$ cat config.mk
export PLATFORM = sky130hd
export DESIGN_NAME = sha256_dhash_core
export DESIGN_NICKNAME = d
export VERILOG_FILES = /design/src/rtl/sha256_pkg.sv /design/src/rtl/sha256_round.sv /design/src/rtl/sha256_dhash_core.sv
export SDC_FILE = /design/constraint.sdc
export NUM_CORES = 2
export LEC_CHECK = 0
export CORE_AREA = 4 4 404 406
export DETAILED_ROUTE_END_ITERATION = 8
export DIE_AREA = 0 0 408 410
export PLACE_DENSITY = 0.84
export SLEW_MARGIN = 15
export SYNTH_ARGS = -nofsm -noshare
export SYNTH_HDL_FRONTEND = slang
export SYNTH_SLANG_ARGS = --single-unit
$ cat constraint.sdc
create_clock -name clk -period 51.7 [get_ports clk]
set_input_delay 15.51 -clock clk [delete_from_list [all_inputs] [get_ports clk]]
set_output_delay 15.51 -clock clk [all_outputs]
set_load 0.03 [all_outputs]
$ cat src/rtl/sha256_pkg.sv
// rtl/sha256_pkg.sv - SHA-256 constants, round functions and core state type
//
// Shared by sha256_round and sha256_dhash_core:
//   IV, K_TABLE        initial hash value and round constants
//   PAD_WORD_FIRST/LEN padding words for a 256-bit second-pass message
//   ch/maj/bsig*/ssig* SHA-256 logical functions
//   add8               per-word mod 2^32 addition of two 8-word states
//   blk_word           extract word j (W0 = MSBs) from a 512-bit block
package sha256_pkg;

  typedef enum logic [1:0] {IDLE, ROUND, ADD, DONE} state_t;

  localparam logic [255:0] IV = {
    32'h6a09e667, 32'hbb67ae85, 32'h3c6ef372, 32'ha54ff53a,
    32'h510e527f, 32'h9b05688c, 32'h1f83d9ab, 32'h5be0cd19
  };

  // The second pass always hashes exactly 256 bits, so its padding is fixed.
  localparam logic [31:0] PAD_WORD_FIRST = 32'h80000000;
  localparam logic [31:0] PAD_WORD_LEN   = 32'h00000100;

  localparam logic [31:0] K_TABLE [64] = '{
    32'h428a2f98, 32'h71374491, 32'hb5c0fbcf, 32'he9b5dba5,
    32'h3956c25b, 32'h59f111f1, 32'h923f82a4, 32'hab1c5ed5,
    32'hd807aa98, 32'h12835b01, 32'h243185be, 32'h550c7dc3,
    32'h72be5d74, 32'h80deb1fe, 32'h9bdc06a7, 32'hc19bf174,
    32'he49b69c1, 32'hefbe4786, 32'h0fc19dc6, 32'h240ca1cc,
    32'h2de92c6f, 32'h4a7484aa, 32'h5cb0a9dc, 32'h76f988da,
    32'h983e5152, 32'ha831c66d, 32'hb00327c8, 32'hbf597fc7,
    32'hc6e00bf3, 32'hd5a79147, 32'h06ca6351, 32'h14292967,
    32'h27b70a85, 32'h2e1b2138, 32'h4d2c6dfc, 32'h53380d13,
    32'h650a7354, 32'h766a0abb, 32'h81c2c92e, 32'h92722c85,
    32'ha2bfe8a1, 32'ha81a664b, 32'hc24b8b70, 32'hc76c51a3,
    32'hd192e819, 32'hd6990624, 32'hf40e3585, 32'h106aa070,
    32'h19a4c116, 32'h1e376c08, 32'h2748774c, 32'h34b0bcb5,
    32'h391c0cb3, 32'h4ed8aa4a, 32'h5b9cca4f, 32'h682e6ff3,
    32'h748f82ee, 32'h78a5636f, 32'h84c87814, 32'h8cc70208,
    32'h90befffa, 32'ha4506ceb, 32'hbef9a3f7, 32'hc67178f2
  };

  function automatic logic [31:0] rotr(input logic [31:0] x, input int n);
    return (x >> n) | (x << (32 - n));
  endfunction

  function automatic logic [31:0] ch(input logic [31:0] x, y, z);
    return (x & y) ^ (~x & z);
  endfunction

  function automatic logic [31:0] maj(input logic [31:0] x, y, z);
    return (x & y) ^ (x & z) ^ (y & z);
  endfunction

  function automatic logic [31:0] bsig0(input logic [31:0] x);
    return rotr(x, 2) ^ rotr(x, 13) ^ rotr(x, 22);
  endfunction

  function automatic logic [31:0] bsig1(input logic [31:0] x);
    return rotr(x, 6) ^ rotr(x, 11) ^ rotr(x, 25);
  endfunction

  function automatic logic [31:0] ssig0(input logic [31:0] x);
    return rotr(x, 7) ^ rotr(x, 18) ^ (x >> 3);
  endfunction

  function automatic logic [31:0] ssig1(input logic [31:0] x);
    return rotr(x, 17) ^ rotr(x, 19) ^ (x >> 10);
  endfunction

  function automatic logic [255:0] add8(input logic [255:0] x, y);
    logic [255:0] r;
    for (int i = 0; i < 8; i++) begin
      r[32*i +: 32] = x[32*i +: 32] + y[32*i +: 32];
    end
    return r;
  endfunction

  function automatic logic [31:0] blk_word(input logic [511:0] blk, input int j);
    return blk[511 - 32*j -: 32];
  endfunction

endpackage

$ cat src/rtl/sha256_round.sv
// rtl/sha256_round.sv - one combinational SHA-256 compression round
//
// Ports:
//   state_in  in  256  a..h, a in bits 255:224
//   k         in  32   round constant K[t]
//   w         in  32   schedule word W[t]
//   state_out out 256  a'..h' after the round
module sha256_round
  import sha256_pkg::*;
(
  input  logic [255:0] state_in,
  input  logic [31:0]  k,
  input  logic [31:0]  w,
  output logic [255:0] state_out
);

  logic [31:0] a, b, c, d, e, f, g, h;
  logic [31:0] t1, t2;

  assign {a, b, c, d, e, f, g, h} = state_in;

  assign t1 = h + bsig1(e) + ch(e, f, g) + k + w;
  assign t2 = bsig0(a) + maj(a, b, c);

  assign state_out = {t1 + t2, a, b, c, d + t1, e, f, g};

endmodule

$ cat src/rtl/sha256_dhash_core.sv
// rtl/sha256_dhash_core.sv - SHA-256 compression engine with optional double hash
//
// Parameter UNROLL: rounds per clock, one of 1, 2, 4, 8.
// Ports:
//   clk, rst            clock; asynchronous active-high reset
//   blk_valid/blk_ready block handshake; blk_data is a padded 512-bit block
//   blk_first           start a new message from IV
//   blk_last            final block of the message
//   mode_double         with blk_last: return SHA256(SHA256(msg))
//   digest_valid/ready  digest handshake; digest = H0..H7, H0 in 255:224
//   busy                high in any state except IDLE
module sha256_dhash_core
  import sha256_pkg::*;
#(
  parameter int UNROLL = 1
) (
  input  logic         clk,
  input  logic         rst,
  input  logic         blk_valid,
  output logic         blk_ready,
  input  logic [511:0] blk_data,
  input  logic         blk_first,
  input  logic         blk_last,
  input  logic         mode_double,
  output logic         digest_valid,
  input  logic         digest_ready,
  output logic [255:0] digest,
  output logic         busy
);

  localparam logic [5:0] T_STEP = 6'(UNROLL);
  localparam logic [5:0] T_LAST = 6'(64 - UNROLL);

  state_t       state;
  logic [5:0]   t;
  logic         pass;
  logic         last_f;
  logic         dbl_f;
  logic [255:0] h_chain;   // base of the current block; becomes H after ADD
  logic [255:0] work;      // a..h
  logic [255:0] round_out;
  logic [255:0] h_sum;
  logic [511:0] pass2_blk;
  logic [255:0] accept_base;

  // w_win[0] always holds W[t]; the window slides by UNROLL words per cycle.
  logic [31:0]  w_win [16];
  logic [31:0]  w_ext [16 + UNROLL];

  // Extension words depend on earlier extension words when UNROLL > 2,
  // so they are generated in order inside one block.
  always_comb begin
    for (int j = 0; j < 16; j++) begin
      w_ext[j] = w_win[j];
    end
    for (int j = 16; j < 16 + UNROLL; j++) begin
      w_ext[j] = ssig1(w_ext[j-2]) + w_ext[j-7] + ssig0(w_ext[j-15]) + w_ext[j-16];
    end
  end

  for (genvar g = 0; g < UNROLL; g++) begin : g_rnd
    logic [255:0] st_in;
    logic [255:0] st_out;
    logic [5:0]   kidx;

    if (g == 0) begin : g_head
      assign st_in = work;
    end else begin : g_tail
      assign st_in = g_rnd[g-1].st_out;
    end

    assign kidx = t + 6'(g);

    sha256_round u_round (
      .state_in  (st_in),
      .k         (K_TABLE[kidx]),
      .w         (w_win[g]),
      .state_out (st_out)
    );
  end

  assign round_out   = g_rnd[UNROLL-1].st_out;
  assign h_sum       = add8(h_chain, work);
  assign pass2_blk   = {h_sum, PAD_WORD_FIRST, 192'h0, PAD_WORD_LEN};
  assign accept_base = blk_first ? IV : h_chain;

  always_ff @(posedge clk or posedge rst) begin
    if (rst) begin
      state        <= IDLE;
      blk_ready    <= 1'b1;
      digest_valid <= 1'b0;
      digest       <= '0;
      busy         <= 1'b0;
      h_chain      <= IV;
      work         <= '0;
      t            <= '0;
      pass         <= 1'b0;
      last_f       <= 1'b0;
      dbl_f        <= 1'b0;
      for (int j = 0; j < 16; j++) begin
        w_win[j] <= '0;
      end
    end else begin
      case (state)
        IDLE: begin
          if (blk_valid) begin
            for (int j = 0; j < 16; j++) begin
              w_win[j] <= blk_word(blk_data, j);
            end
            h_chain   <= accept_base;
            work      <= accept_base;
            last_f    <= blk_last;
            dbl_f     <= blk_last & mode_double;
            t         <= '0;
            blk_ready <= 1'b0;
            busy      <= 1'b1;
            state     <= ROUND;
          end
        end

        ROUND: begin
          work <= round_out;
          for (int j = 0; j < 16; j++) begin
            w_win[j] <= w_ext[j + UNROLL];
          end
          t <= t + T_STEP;
          if (t == T_LAST) begin
            state <= ADD;
          end
        end

        ADD: begin
          if (!last_f) begin
            h_chain   <= h_sum;
            blk_ready <= 1'b1;
            busy      <= 1'b0;
            state     <= IDLE;
          end else if (dbl_f && !pass) begin
            // First digest becomes the message of the second pass.
            for (int j = 0; j < 16; j++) begin
              w_win[j] <= blk_word(pass2_blk, j);
            end
            h_chain <= IV;
            work    <= IV;
            pass    <= 1'b1;
            t       <= '0;
            state   <= ROUND;
          end else begin
            h_chain      <= h_sum;
            digest       <= h_sum;
            digest_valid <= 1'b1;
            state        <= DONE;
          end
        end

        DONE: begin
          if (digest_ready) begin
            digest_valid <= 1'b0;
            pass         <= 1'b0;
            blk_ready    <= 1'b1;
            busy         <= 1'b0;
            state        <= IDLE;
          end
        end

        default: state <= IDLE;
      endcase
    end
  end

endmodule

==> impl_results.md <==
- CTS tree: done
- Top cell type by total area after synthesis: dfrtp_1
- Delay of the slowest cell on the worst path: 0.88 ns
- Max cap viols: 0
- Crit-path cells: clkdlybuf4s50_1 > nand2b_1 > nand3_4 > buf_4 > buf_4 > buf_4 > buf_4 > buf_4 > buf_4 > nand2_1 > nand2_1 > nand3_1 > mux2i_1 > a21o_1
- Outcome: complete, no violations
- Core area: 0.160 mm2
- Synth area leaders: dfrtp_1, nand2_1, ha_1, a221oi_1, nor2_1
- First-pass GRT wire length: 560000 um
- Initial antenna violation count: 36
- Vias/cell: 6.84
- Post-CTS setup buffers: 0
- Minimum clock period: 21.57 ns
- Port Buffers: 777
- # DRC: 0
- RSZ-0062 raised after global routing: false
- Gr usage total: 0.457
- Mux cell area share after synthesis: 0.00835
- CP required: 52.45 ns
- Inst Count DP: 11800
- Mean area per synthesized cell: 8.83 um2
- Nets: 11000
- Via count: 83100
- Drt wl/cell: 32.5 um
- Max FO, Critical Path: 95
- Die area: 0.167 mm2
- Cts repair resizes: 0
- CP Capture Type: flip-flop
- Synth Area in Simple Gates: 0.148
- Register clock-pin slew on the reported worst setup and hold paths: 0.06 ns
- DR iter-0 viols: 12800
- Worst-skew pair later-pin latency: 0.83 ns
- Post-route antenna net violation count: 0
- Die height: 410 um
- Row count: 147
- Clock skew: 0.0319 ns
- Final hold viol count: 0
- Gate Count Post-Synth: 9556
- Post-CTS Hold Buffers: 0
- Post-synth top flop: dfrtp_1
- Largest net degree at the start of global routing: 229
- Achievable Freq: 46.4 MHz
- Final HPWL DP: 295000 um
- Hold crit path type: flip-flop to flip-flop
- Actual slew at the worst max-slew pin: 1.31 ns
- Net Count, Synth: 10700
- Clock root buffer: clkbuf_16
- Synth top area share: 0.343
- H-tree depth: 4
- Critical path startpoint category: input pin
- Adder-cell share of the synthesized area: 0.106
- Clk sink count: 1294
- Post-synth EDFFs: 0
- GRT overflow: 0
- Final setup vio count: 0
- Setup TNS: 0 ns
- Compound-Gate Fraction of Synth Area: 0.236
- Yosys warns: 0
- Slowest cell on the critical path: buf_4
- Netlist cell types: 95
- Multi-input logic area: 0.0474 mm2
- Most frequent CP cell: buf_4
- GP Congestion: 1.05
- Starting Density: 0.528
- Die Width: 408 um
- CP Data Arrival Time: 22.33 ns
- Register area: 0.0326 mm2
- Non-Filler Instances: 12100
- Sequential element share of the synthesized area: 0.386
- Final wirelength: 395000 um
- Total CTS buffers: 147
- Crit Path Category: input pin to flip-flop
- Ys async rst share: 1.00
- Ratio of cells with drive above 1 in the final layout: 0.0649
- Vias in the first global route: 78500
- Clock Path Buffers: 3
- # IOs: 778
- CP delay by family, top: buffers and inverters
- Period utilization: 0.417
- Largest family of logic cells by synthesized area: compound AO/OA/AOI/OAI gates
- Area added between synthesis and finish: 16.9%
- Final Max Tran Viols: 0
- Rel. slew slack: 0.129
- Crit path buf inv count: 7
- Mapped Area: 0.0843 mm2
- Post-Synth XOR/XNOR Area: 0.0613
- Fillers: 13500
- Synth Register Bits: 1294
- Drt pass-1 iters: 7
-- registers in the layout (all words and copies together) (netlist names) --
register and cells:
dbl_f 1, last_f 1, pass 1, digest 256, w_ext 512, h_chain 256
digest_valid 1, t 6, busy 1, blk_ready 1, g_rnd.st_in 256, state 2
-- cell usage after synthesis (all sizes together) (10+ instances only) --
master,number
dfrtp,1157
a21o,241
nor3,188
buf,39
o31ai,117
a21oi,576
nor2b,43
o22ai,28
o311ai,125
nand3b,14
dfstp,137
nand2b,55
a22oi,25
nor2,1059
a22o,112
o21ai,436
clkbuf,689
o21a,73
and3,45
a2111oi,26
or3,26
nand3,75
xnor2,353
a21boi,15
o221ai,22
o22a,129
a211oi,68
a221oi,548
or2,18
nor3b,10
a221o,37
nand4,38
xor2,235
fa,195
ha,404
and2,19
o211ai,33
inv,475
mux2,43
mux2i,13
a31oi,45
o21bai,57
nand2,1389
-- metal layers --
layer | global-route usage | wire length (um) | part of all wire | vias up
met3 | 0.159 | 55300 | 0.14 | 1287
met2 | 0.646 | 162000 | 0.41 | 6409
met5 | 0 | 97 | 0.00025 | -
met1 | 0.601 | 147000 | 0.37 | 40800
met4 | 0.278 | 30600 | 0.077 | 14
li1 | - | - | - | 34600
-- through the flow --
step                cell area, um2  hold WS (ns)  utilization  setup WS (ns)
finish                       98600         0.472        0.617          30.13
global route                 98500         0.498        0.616          29.87
CTS                          98500         0.477        0.616          30.48
detailed placement           93400         0.462        0.584          29.64
global placement             93400         0.452        0.584          29.71
floorplan                    84300         0.449            -          18.41
-- cell usage in the layout (no fill, tap or decap), drive strengths merged, types with 26 or more instances in the layout --
cell type / n
xnor2: 353
xor2: 235
nand3: 75
and3: 45
o31ai: 117
clkbuf: 209
fa: 195
buf: 153
a21o: 241
o311ai: 125
a211oi: 68
o211ai: 33
mux2: 43
nand2b: 55
or3: 26
nand4: 38
dfrtp: 1157
o21bai: 57
o21a: 73
a31oi: 45
clkinv: 37
diode: 33
inv: 483
ha: 404
o22ai: 28
nor2: 1059
a221o: 37
nand2: 1389
a21oi: 576
a2111oi: 26
nor2b: 43
dfstp: 137
nor3: 188
o22a: 129
a22o: 112
clkdlybuf4s50: 776
a221oi: 548
o21ai: 436
-- worst paths after layout --
kind	start	to	slack, ns	depth (start not counted)
worst max-delay path	blk_valid	w_ext[305]$_DFFE_PP0P_	30.13	14
worst min-delay path	digest[54]$_DFFE_PP0P_	digest[54]$_DFFE_PP0P_	0.47	2
worst max register to register	t[0]$_DFFE_PP0P_	g_rnd[0].st_in[253]$_DFFE_PP0P_	41.52	36
worst min register to register	digest[54]$_DFFE_PP0P_	digest[54]$_DFFE_PP0P_	0.47	2
max in group asynchronous	rst	w_ext[247]$_DFFE_PP0P_	31.55	8
min in group asynchronous	rst	w_ext[380]$_DFFE_PP0P_	15.06	2
-- tightest hold or removal path: stages (launching register included) --
cell and delay (ns):
dfrtp_1 0.34, nand2_1 0.05, nand2_1 0.05
-- cell type report --
cell class,instances,area share
Tap cell,2086,0.0265
Sequential cell,1294,0.330
Antenna cell,33,0.000838
Timing Repair Buffer,929,0.0915
Inverter,476,0.0182
Multi-Input combinational cell,7058,0.481
Clock buffer,209,0.0433
Clock inverter,63,0.00807
-- logic make-up after synthesis --
| family | count (synthesis) |
|---|---|
| compound gates | 2796 |
| xor+xnor | 589 |
| fa+ha+maj | 601 |
| buf+inv | 1204 |
| flops | 1294 |
| mux | 60 |
| simple gates | 3012 |
Power is left out: the tool's default activity adds up to more than one toggle a clock period on the data nets, which glitch-free logic cannot reach.
